## config.mk

```make
export PLATFORM = sky130hd
export DESIGN_NAME = keypad_emulator
export DESIGN_NICKNAME = d
export VERILOG_FILES = /design/src/rtl/keypad_emulator.sv
export SDC_FILE = /design/constraint.sdc
export NUM_CORES = 1
export LEC_CHECK = 0
export CAP_MARGIN = 20
export CORE_AREA = 10 10 91 93
export DETAILED_ROUTE_END_ITERATION = 8
export DIE_AREA = 0 0 101 103
export PLACE_DENSITY_LB_ADDON = 0.2
export REMOVE_ABC_BUFFERS = 1
export SKIP_LAST_GASP = 1
export SYNTH_ARGS = -nofsm -noshare
export SYNTH_HDL_FRONTEND = slang
export SYNTH_SLANG_ARGS = --single-unit
export TNS_END_PERCENT = 20
```

## constraint.sdc

```tcl
create_clock -name clk -period 3.2 [get_ports clk]
set_input_delay 0.48 -clock clk [delete_from_list [all_inputs] [get_ports clk]]
set_output_delay 0.48 -clock clk [all_outputs]
set_load 0.05 [all_outputs]
```

## src/rtl/keypad_emulator.sv

```systemverilog
// Responder side of a 4x3 matrix-keypad scan: queues key codes, then answers the
// row scan on the column lines. Optional contact bounce: KEYPAD_EMU_BOUNCE_EN.
module keypad_emulator #(
   parameter int FIFO_DEPTH    = 4,
   parameter int PRESS_CYCLES  = 20000,
   parameter int GAP_CYCLES    = 20000,
   parameter int BOUNCE_CYCLES = 64
) (
   input  logic                          clk,
   input  logic                          rst,
   input  logic [3:0]                    keyboard_rows,
   input  logic                          key_valid,
   input  logic [3:0]                    key_code,
   output logic                          key_ready,
   output logic [2:0]                    keyboard_cols,
   output logic                          busy,
   output logic                          key_active,
   output logic [$clog2(FIFO_DEPTH):0]   fifo_count,
   output logic                          err_invalid
);

   localparam int AW   = $clog2(FIFO_DEPTH);
   localparam int MAXC = (PRESS_CYCLES > GAP_CYCLES) ? PRESS_CYCLES : GAP_CYCLES;
   localparam int CW   = (MAXC > 1) ? $clog2(MAXC) : 1;
   localparam logic [AW:0]   DEPTH_C    = AW'(0) + (AW+1)'(FIFO_DEPTH);
   localparam logic [CW-1:0] PRESS_LAST = CW'(PRESS_CYCLES - 1);
   localparam logic [CW-1:0] GAP_LAST   = CW'(GAP_CYCLES - 1);

   if ((FIFO_DEPTH < 2) || ((FIFO_DEPTH & (FIFO_DEPTH - 1)) != 0))
      $error("FIFO_DEPTH must be a power of 2 and >= 2");
   if ((PRESS_CYCLES < 1) || (GAP_CYCLES < 1) || (BOUNCE_CYCLES >= PRESS_CYCLES))
      $error("bad PRESS/GAP/BOUNCE cycle parameters");

   typedef enum logic [1:0] {S_IDLE, S_PRESS, S_GAP} state_t;

   state_t          state_q, state_d;
   logic [CW-1:0]   cnt_q, cnt_d;
   logic [3:0]      held_q, held_d;
   logic [AW-1:0]   wr_ptr_q, rd_ptr_q;
   logic [AW:0]     count_q, count_d;
   logic            err_q;
   logic [3:0]      mem_q [FIFO_DEPTH];

   logic            full, empty, accept, push, pop, closed;
   logic [1:0]      row_idx;
   logic [2:0]      col_mask;

   assign full   = (count_q == DEPTH_C);
   assign empty  = (count_q == '0);
   assign accept = key_valid & ~full;
   // Out-of-range codes are swallowed at the port and never reach the queue.
   assign push   = accept & (key_code < 4'd12);

   always_ff @(posedge clk) begin
      if (push) mem_q[wr_ptr_q] <= key_code;
   end

   always_ff @(posedge clk or posedge rst) begin
      if (rst) begin
         state_q  <= S_IDLE;
         cnt_q    <= '0;
         held_q   <= '0;
         wr_ptr_q <= '0;
         rd_ptr_q <= '0;
         count_q  <= '0;
         err_q    <= 1'b0;
      end else begin
         state_q  <= state_d;
         cnt_q    <= cnt_d;
         held_q   <= held_d;
         count_q  <= count_d;
         if (push) wr_ptr_q <= wr_ptr_q + 1'b1;
         if (pop)  rd_ptr_q <= rd_ptr_q + 1'b1;
         if (accept && key_code >= 4'd12) err_q <= 1'b1;
      end
   end

   always_comb begin
      state_d = state_q;
      cnt_d   = cnt_q;
      held_d  = held_q;
      pop     = 1'b0;
      case (state_q)
         S_IDLE: begin
            if (!empty) begin
               pop     = 1'b1;
               held_d  = mem_q[rd_ptr_q];
               cnt_d   = '0;
               state_d = S_PRESS;
            end
         end
         S_PRESS: begin
            if (cnt_q == PRESS_LAST) begin
               cnt_d   = '0;
               state_d = S_GAP;
            end else begin
               cnt_d = cnt_q + 1'b1;
            end
         end
         S_GAP: begin
            if (cnt_q == GAP_LAST) begin
               cnt_d = '0;
               if (!empty) begin
                  pop     = 1'b1;
                  held_d  = mem_q[rd_ptr_q];
                  state_d = S_PRESS;
               end else begin
                  state_d = S_IDLE;
               end
            end else begin
               cnt_d = cnt_q + 1'b1;
            end
         end
         default: state_d = S_IDLE;
      endcase
   end

   always_comb begin
      count_d = count_q;
      case ({push, pop})
         2'b10:   count_d = count_q + 1'b1;
         2'b01:   count_d = count_q - 1'b1;
         default: count_d = count_q;
      endcase
   end

   // Keypad layout: row = code/3, column = code%3.
   always_comb begin
      row_idx  = 2'd0;
      col_mask = 3'b000;
      case (held_q)
         4'd0:  begin row_idx = 2'd0; col_mask = 3'b001; end
         4'd1:  begin row_idx = 2'd0; col_mask = 3'b010; end
         4'd2:  begin row_idx = 2'd0; col_mask = 3'b100; end
         4'd3:  begin row_idx = 2'd1; col_mask = 3'b001; end
         4'd4:  begin row_idx = 2'd1; col_mask = 3'b010; end
         4'd5:  begin row_idx = 2'd1; col_mask = 3'b100; end
         4'd6:  begin row_idx = 2'd2; col_mask = 3'b001; end
         4'd7:  begin row_idx = 2'd2; col_mask = 3'b010; end
         4'd8:  begin row_idx = 2'd2; col_mask = 3'b100; end
         4'd9:  begin row_idx = 2'd3; col_mask = 3'b001; end
         4'd10: begin row_idx = 2'd3; col_mask = 3'b010; end
         4'd11: begin row_idx = 2'd3; col_mask = 3'b100; end
         default: begin row_idx = 2'd0; col_mask = 3'b000; end
      endcase
   end

`ifdef KEYPAD_EMU_BOUNCE_EN
   logic [31:0] cnt_ext;
   assign cnt_ext = 32'(cnt_q);
   // Contact chatters in 4-clock phases, closed first, then settles closed.
   assign closed  = (cnt_ext >= 32'(BOUNCE_CYCLES)) || !cnt_ext[2];
`else
   assign closed  = 1'b1;
`endif

   always_comb begin
      keyboard_cols = 3'b111;
      if (state_q == S_PRESS && closed && !keyboard_rows[row_idx])
         keyboard_cols = ~col_mask;
   end

   assign key_ready   = ~full;
   assign busy        = (state_q != S_IDLE) | ~empty;
   assign key_active  = (state_q == S_PRESS);
   assign fifo_count  = count_q;
   assign err_invalid = err_q;

endmodule

```

### Word-level counts from Yosys, hierarchy flattened

Memories as Yosys holds them, arrays and structs flattened.
Index checks and enable logic that the tools add are counted.

* $add $sub $neg: 5
* $lt $le $gt $ge: 3
* equality and inequality tests: 9
* mux-type cells: 20
* bitwise logic cells: 6
* reductions and logical operators: 13

Operator list (number)
* 15-bit 2-to-1 mux: 2
* 15-bit one-hot mux with 2 select lines: 1
* 15-bit by 1-bit adder with 15-bit output, second input constant: 1
* 15-bit == test, second input constant: 1
* 4-bit 2-to-1 mux: 2
* 4-bit one-hot mux with 2 select lines: 1
* 2-bit nonzero test: 4
* 1-bit 2-to-1 mux: 6
* 2-bit 2-to-1 mux: 3
* 2-bit one-hot mux with 3 select lines: 1
* 3-bit one-hot mux with 2 select lines: 1
* 2-bit by 1-bit adder with 2-bit output, second input constant: 2
* 2-bit by 1-bit == test with 1-bit output, second input constant: 2
* 2-bit == test, second input constant: 2
* 4-bit >= comparator, second input constant: 1
* 4-bit < comparator, second input constant: 1
* 2-bit inequality test, second input constant: 2
* 2-bit AND reduction: 2
* 3-bit by 1-bit adder with 3-bit output, second input constant: 1
* 3-bit == test, second input constant: 1
* 3-bit zero test: 1
* 2-bit by 3-bit < comparator with 1-bit output, second input constant: 1
* 3-bit 2-to-1 mux: 1
* 3-bit inverter: 1
* 12 further kinds: 15

* flip-flop bits (word level): 29
* RAM bits: 16
* bits in read-only memories: 80
* bits of input ports: 11
* output and inout port bits: 10
* word-level logic and storage cells: 65
* memories kept: 2

Memories
* (no name shown): words 16, bits a word 5, read ports 1, clocked after memory_dff 0, write ports 0, line 131 `case (held_q)`
* mem_q: words 4, bits a word 4, read ports 1, clocked after memory_dff 0, write ports 1, line 42 `logic [3:0] mem_q [FIFO_DEPTH];`

### Logic depth before layout (Yosys ltp)

* word-level depth: 6
* depth in mapped cells: 11
* depth with buffers taken out: 11

### Worst setup path before layout

OpenSTA, ideal clock, no wires.

* path type: register to register
* start: register count_q[2], in the netlist fifo_count[2]
* end: register count_q[2], in the netlist fifo_count[2]
* setup time: 82 ps
* data arrival time: 2595 ps
* data required time: 3118 ps
* slack: 523 ps
* stages on the path, launching flop included: 11
* buffers on the path: 0
* period minus slack after synthesis: 2677 ps
* cells stage by stage: dfrtp_1 -> or3b_1 -> nand2_1 -> a21oi_1 -> inv_1 -> ha_1 -> inv_1 -> fa_1 -> xor2_1 -> nor2_1 -> xor2_1

* cells in the longest elaborated chain, start to end: 6
* elaborated cells between the ends (all ways): 14
* those cells by class: add/sub (2); eq/ne (3); mux (4); bitwise (3); reduce/logical (2)

Ends and longest elaborated chain
* start, declared: line 40 `logic [AW:0] count_q, count_d;`
* start signal, assigned: line 71 `count_q <= count_d;`
* 3-bit == test (*): line 48 `assign full = (count_q == DEPTH_C);`
* 1-bit inverter (*)
* via key_ready: line 14 `output logic key_ready,`
* 1-bit bitwise AND (*): line 50 `assign accept = key_valid & ~full;`
* 1-bit bitwise AND (*): line 52 `assign push = accept & (key_code < 4'd12);`
* 2-bit by 1-bit == test with 1-bit output / 2-bit == test (equally long branches): line 120 `case ({push, pop})`
* 3-bit one-hot mux with 2 select lines / 2-bit nonzero test (equally long branches)

Mark *: on every way through the listed nets, which the timed path passes. The rest lies on a longest branch.
A chain may end at the register's enable or synchronous reset.

### Worst setup path after layout

* start: register held_q[1]
* end: output port keyboard_cols[1]

* cells in the longest elaborated chain, start to end: 6
* elaborated cells between the ends (all ways): 7
* those cells by class: mux (3); bitwise (1); reduce/logical (2); memory (1)

Ends and longest elaborated chain
* start, declared: line 38 `logic [3:0] held_q, held_d;`
* start signal, assigned: line 70 `held_q <= held_d;`
* memory 16 x 5 bit (*)
* 1-bit binary-select mux with 2-bit select: line 159 `if (state_q == S_PRESS && closed && !keyboard_rows[row_idx])`
* 1-bit 2-to-1 mux (not written as such): line 159
* 1-bit zero test: line 159
* 1-bit logical AND: line 159
* 3-bit 2-to-1 mux (*): line 159
* end, declared: line 15 `output logic [2:0] keyboard_cols,`

Every way passes the cells marked *; elsewhere a longest branch is shown, timed or not. The select of a mux whose other input is x is not followed.

==> summary.md <==
| Metric | Value |
|---|---|
| Outcome | finished clean |
| Boundary pin count | 21 |
| Maximum clock skew at final layout | 0.00955 ns |
| Portion of total power attributed to the clock network | 0.294 |
| Total inserted antenna cells | 0 |
| Count of antenna-violating nets left after detailed routing | 0 |
| Area after DPL | 2790 sq um |
| Final count of hold timing violations | 0 |
| First-pass GRT wire length | approximately 8400 um |
| Predominant post-synthesis flop cell | dfrtp_1 |
| Final global-route overflow total | 0 |
| Die Span X | between 100 and 150 um |
| Internal power | 1.03 mW |
| Initial cell density of the core | 0.382 |
| Maximum clock path buffer count | 2 |
| Basic-gate share of the synthesized area counting and, or, nand and nor cells | 0.168 |
| Headroom to the max-slew limit | 0.582 |
| Switching share of total power | 0.305 |
| Avg WL per Cell | about 15 um |
| Number of buffers added by the clock tree synthesis step | 5 |
| FF/Latch Area | approximately 1200 sq um |
| Post-cts sizing count | 0 |
| Worst setup timing slack at the placement stage | around 0.47 ns |
| Final count of negative-setup-slack endpoints | 0 |
| Ys async rst share | 0.644 |
| Portion of the post-synthesis area used by sequential elements | 0.481 |
| Type of the worst setup path | reg -> out |
| CTS H-tree lvls | 2 |
| Setup ws final | roughly 0.43 ns |
| Count of cells along the worst register-to-register path | 11 |
| Final worst-path cycle share | 0.866 |
| Most frequent cells in the layout | dfrtp_1, clkdlybuf4s50_1, edfxtp_1, inv_1, ha_1 |
| Cell area after synthesis | approximately 2500 sq um |
| Number of remaining DRC errors | 0 |
| Number of buffers inserted to repair setup after CTS | 0 |
| Leakage power figure | around 1.2 nW |
| Estimated wirelength of the detail-placed design | between 3000 and 4000 um |
| CTS tree | done |
| Synth warnings | 0 |
| Pwr dens | about 510 nW/um^2 |
| Net Switching | roughly 0.45 mW |
| Combinational group share of total power | 0.221 |
| Transition time at the pin with the least slew margin | around 0.62 ns |
| Mapped Cells | between 200 and 250 |
| Total iterations of the first detailed-routing run | 4 |
| Number of flops mapped to enable cells by yosys | 16 |
| Final min period | ~2.8 ns |
| Setup TNS after final layout | 0 ns |
| Number of port buffers | 20 |
| Share of post-route cells with drive strength above 1 | 0.158 |
| Share of the synthesized area in compound gates (AO/OA/AOI/OAI) | 0.0938 |
| Overall via count from detail_route | around 1,700 |
| Crit. End Element | primary output |
| Post-synthesis xor/xnor area fraction | 0.0454 |
| Number of sinks on the clock net | between 40 and 50 |
| Post-route cell area | 2900 sq um |
| Library cells used by synthesis | 52 |
| Data required time at the worst endpoint | 2.72 ns |
| Multi-input gate area | roughly 1200 sq um |
| Average cell area after synthesis | approximately 12 sq um |
| Proportion of synthesized area in mux cells | 0.0953 |
| Max FO, Critical Path | 5 |
| Arr. time, crit path | 2.29 ns |
| Nature of the critical path startpoint | flip-flop |
| Count of hold buffers inserted by post-cts repair | 0 |
| Total wire length | 4860 um |
| Max-cap viol count | 0 |
| Area overhead of the layout relative to synthesis | 15.7% |
| Unrepaired setup endpoints after global routing | no |
| Number of register bits inferred by synthesis | 45 |
| Clk pin slew, worst setup/hold paths | 0.09 ns |
| Insertion delay to the later sink of the worst-skew pair | roughly 0.30 ns |
| Placer's final routability congestion estimate | a little under 0.8 |
| Layout fillers | 611 |
| Peak supply drop | 0.640 mV |
| Dominant combinational cell family by area after synthesis | simple AND/OR/NAND/NOR gates |
| Maximum clock frequency | roughly 360 MHz |
| Die Y-Extent | between 100 and 150 um |
| Detailed Route Iter0 Violations | about 110 |
| Core footprint | between 6000 and 7000 sq um |
| FP Rows | 30 |
| Number of nets in the finished design | around 270 |
| Global routing usage summed across all routing layers | 0.101 |
| Hold path depth | 1 |
| Total Power | between 1 and 1.5 mW |
| Maximum number of pins on one net before global-route repair | 30 |
| Initial antenna violation count | 0 |
| Final Slew Violations | 0 |
| Sequential cell fraction of total power | 0.485 |
| Library cell used as clock root buffer | clkbuf_8 |
| Die footprint | approximately 10,000 sq um |
| Most common cell after layout, fill and taps aside | dfrtp_1 |
| Area share of fa/ha/maj cells after synthesis | 0.0778 |
| Avg Vias per Cell | approximately 5.3 |
| Class of the tightest hold or removal check | reg -> reg |
| Vias in the first global route | ~1,700 |
logic make-up after synthesis:
kind of cell / after synthesis
and+or+nand+nor: 70
DFF: 45
AOI/OAI and AO/OA: 35
buffers and inverters: 23
muxes: 15
adders and majority gates: 15
xor gates and xnor gates: 13
flip-flops by register name, summed over array words and instances (netlist names):
| name | cells |
|---|---|
| cnt_q | 15 |
| err_invalid | 1 |
| fifo_count | 3 |
| held_q | 4 |
| mem_q | 16 |
| rd_ptr_q | 2 |
| state_q | 2 |
| wr_ptr_q | 2 |
power groups by stage:
stage	sequential [mW]	clock, mW	combinational, mW
finish	0.716	0.435	0.326
global placement	0.725	0	0.329
CTS	0.718	0.449	0.333
detailed placement	0.730	0	0.331
floorplan	0.784	0	0.158
global route	0.728	0.474	0.361
critical path, stage by stage (launching register included):
cell and delay [ns]:
dfrtp_1 0.44, inv_1 0.10, ha_1 0.15, mux2_2 0.32
mux4_2 0.45, nor2b_1 0.20, o211ai_1 0.12, buf_4 0.21
synth_stat cells (6+ instances only):
cell type,count,area (sq um)
a31oi_1,9,56.3
xnor2_1,10,87.6
a21oi_1,6,30.0
nor4_1,6,37.5
ha_1,14,175
dfrtp_1,29,726
nand3_1,8,40.0
inv_1,15,56.3
nor2_1,12,45.0
edfxtp_1,16,480
nand2_1,13,48.8
final timing paths:
path                                              start                        end  slack [ns]
worst max-delay path              held_q[1]$_DFFE_PP0P_           keyboard_cols[1]        0.43
worst min-delay path            err_invalid$_DFFE_PP0P_    err_invalid$_DFFE_PP0P_        0.48
worst max register to register   state_q[0]$_DFFE_PP0P_  fifo_count[2]$_DFFE_PP0P_        0.47
worst min register to register  err_invalid$_DFFE_PP0P_    err_invalid$_DFFE_PP0P_        0.48
max in group asynchronous                           rst      cnt_q[14]$_DFFE_PP0P_        2.37
min in group asynchronous                           rst    rd_ptr_q[1]$_DFFE_PP0P_        0.53
per-stage QoR:
| step | hold WS (ns) | util | cells |
|---|---|---|---|
| floorplan | 0.458 | - | 209 |
| global placement | 0.458 | 0.425 | 313 |
| detailed placement | 0.458 | 0.425 | 313 |
| CTS | 0.483 | 0.442 | 321 |
| global route | 0.519 | 0.442 | 321 |
| finish | 0.477 | 0.442 | 321 |
final cells by class:
class,count,share of cell area
inverters,16,0.0207
flip-flops and latches,45,0.416
multi-input cells,148,0.415
clock inverters,2,0.0134
clock buffers,6,0.0250
repair buffers,24,0.0759
well taps,80,0.0345
routing by layer:
| layer | routed length (um) | GRT usage | vias to the layer above | part of all wire |
|---|---|---|---|---|
| met5 | 0 | 0 | - | 0 |
| met4 | 69 | 0.0407 | 0 | 0.014 |
| met3 | 235 | 0.0355 | 5 | 0.048 |
| met2 | 2090 | 0.143 | 31 | 0.43 |
| met1 | 2460 | 0.137 | 808 | 0.51 |
| li1 | - | - | 844 | - |
(Power assumes the default switching activity.)
==> edit: new RTL, same flow settings <==
Change the parameter `FIFO_DEPTH` from 4 to 8.
--- a/src/rtl/keypad_emulator.sv
+++ b/src/rtl/keypad_emulator.sv
@@ -3,3 +3,3 @@
 module keypad_emulator #(
-   parameter int FIFO_DEPTH    = 4,
+   parameter int FIFO_DEPTH    = 8,
    parameter int PRESS_CYCLES  = 20000,
Ports: changed (resized fifo_count); port bits go from 21 to 22. The function was not compared with the original's and may differ.
==> edit against the unedited design <==
First-iteration DRC count rose by 51%. Register-to-register slack got worse by 0.17 ns. Final area up 31%. Worst setup slack got worse by 0.12 ns. Power grew 51%. Routed wire length grew 23%. Area after synthesis grew 29%. Count of clock-buffer cells in the layout is 3 higher. Sequential cell count grew 19. Largest power group unchanged.
==> edit: results (changes against the unedited design) <==
| Quantity | This run | Delta |
| --- | --- | --- |
| Complex-gate fraction of the synthesized area | 0.101 | was 0.0938 |
| Share of power burned in combinational logic | 0.191 | was 0.221 |
| Data-path buffer share of cell area in the final layout | 0.0673 | was 0.0759 |
| Number of DRC markers after the initial detailed-route iteration | 163 | was 108 |
| Setup slack of the most critical reg-to-reg path | 0.30 ns | was 0.47 ns |
| Clock transition at the registers of the reported paths | 0.07 ns | was 0.09 ns |
| HPWL after detailed placement | 4.24 mm | was 3.55 mm |
| Clock power frac | 0.343 | was 0.294 |
| Adder-cell share of the synthesized area | 0.0602 | was 0.0778 |
| Clock latency at the later pin of the worst-skew pair | 0.34 ns | was 0.30 ns |
| Routability cong. | 0.853 | was 0.769 |
| Count of H-tree levels built during CTS | 3 | was 2 |
| End of the critical path | fifo_count[3] | was keyboard_cols[1] |
| Setup crit start | cnt_q[12] | was held_q[1] |
| Area used by sequential logic in the layout | 1760 um2 | was 1210 um2 |
| Worst slack after detailed placement | 0.171 ns | was 0.470 ns |
| Per-cell routed wire length | 15.8 um | was 15.1 um |
| Commonest cells in the netlist | sky130_fd_sc_hd__dfrtp_1 (32), sky130_fd_sc_hd__edfxtp_1 (32), sky130_fd_sc_hd__nand2_1 (24) | was sky130_fd_sc_hd__dfrtp_1 (29), sky130_fd_sc_hd__edfxtp_1 (16), sky130_fd_sc_hd__inv_1 (15) |
| Area share of xor/xnor cells in the synthesized design | 0.0243 | was 0.0454 |
| Sequential cell area fraction in the yosys report | 0.543 | was 0.481 |
| Multi-input gate share of the layout cell area | 0.369 | was 0.415 |
| Async set-or-reset flop fraction in the synthesized netlist | 0.500 | was 0.644 |
| Slowest cell on the critical path | sky130_fd_sc_hd__or4b_1 | was sky130_fd_sc_hd__mux4_2 |
| #MultiIn Comb | 174 | was 148 |
| Vias in the first global route | 2159 | was 1735 |
| Inverter count of the layout excluding clock inverters | 15 | was 16 |
| Final-layout clock-cell area share | 0.0577 | was 0.0384 |
| CP Max Fanout | 6 | was 5 |
| Max rail drop VDD | 0.000460 V | was 0.000640 V |
| Result of the run | complete, no violations | unchanged |
| Top_reg_cell synth | sky130_fd_sc_hd__edfxtp_1 | was sky130_fd_sc_hd__dfrtp_1 |
| Total GRT Usage | 0.125 | was 0.101 |
| Post-synthesis register bit count | 64 | was 45 |
| Wire length of the first global-routing pass | 10.3 mm | was 8.42 mm |
| Leakage | 1.49 nW | was 1.20 nW |
| Ranking of synthesized cells by area | sky130_fd_sc_hd__edfxtp_1 (30%), sky130_fd_sc_hd__dfrtp_1 (25%), sky130_fd_sc_hd__mux4_2 (6.3%) | was sky130_fd_sc_hd__dfrtp_1 (29%), sky130_fd_sc_hd__edfxtp_1 (19%), sky130_fd_sc_hd__ha_1 (7.0%) |
| Internal power component | 0.00157 W | was 0.00103 W |
| Fin Clk Skew | 0.0100 ns | was 0.00955 ns |
| Maximum number of pins on one net before global-route repair | 33 | was 30 |
| Total of clock buffers placed in the layout | 9 | was 6 |
| Number of fill cells | 536 | was 611 |
-- edit: critical path: cells and delay by family, from the launching register on --
kind                       cells  cell delay (ns)
and+or+nand+nor                2             0.91
muxes                          1             0.23
DFF                            1             0.43
buffers and inverters          1             0.09
xor gates and xnor gates       1             0.13
AOI/OAI and AO/OA              3             0.54
adders and majority gates      2             0.48
-- edit: layer usage --
metal / part of all wire / global-route usage
met4: 0.018 / 0.0450
met2: 0.44 / 0.179
met3: 0.061 / 0.0483
met5: 0 / 0
met1: 0.48 / 0.167
-- edit: per-stage QoR --
step	power (W)	hold WS, ns	std cells	instance area, um2
floorplan	0.00133	0.444	253	3200
global placement	0.00148	0.464	361	3560
detailed placement	0.00149	0.478	361	3560
CTS	0.00225	0.487	377	3780
global route	0.00235	0.498	377	3790
finish	0.00223	0.487	377	3790
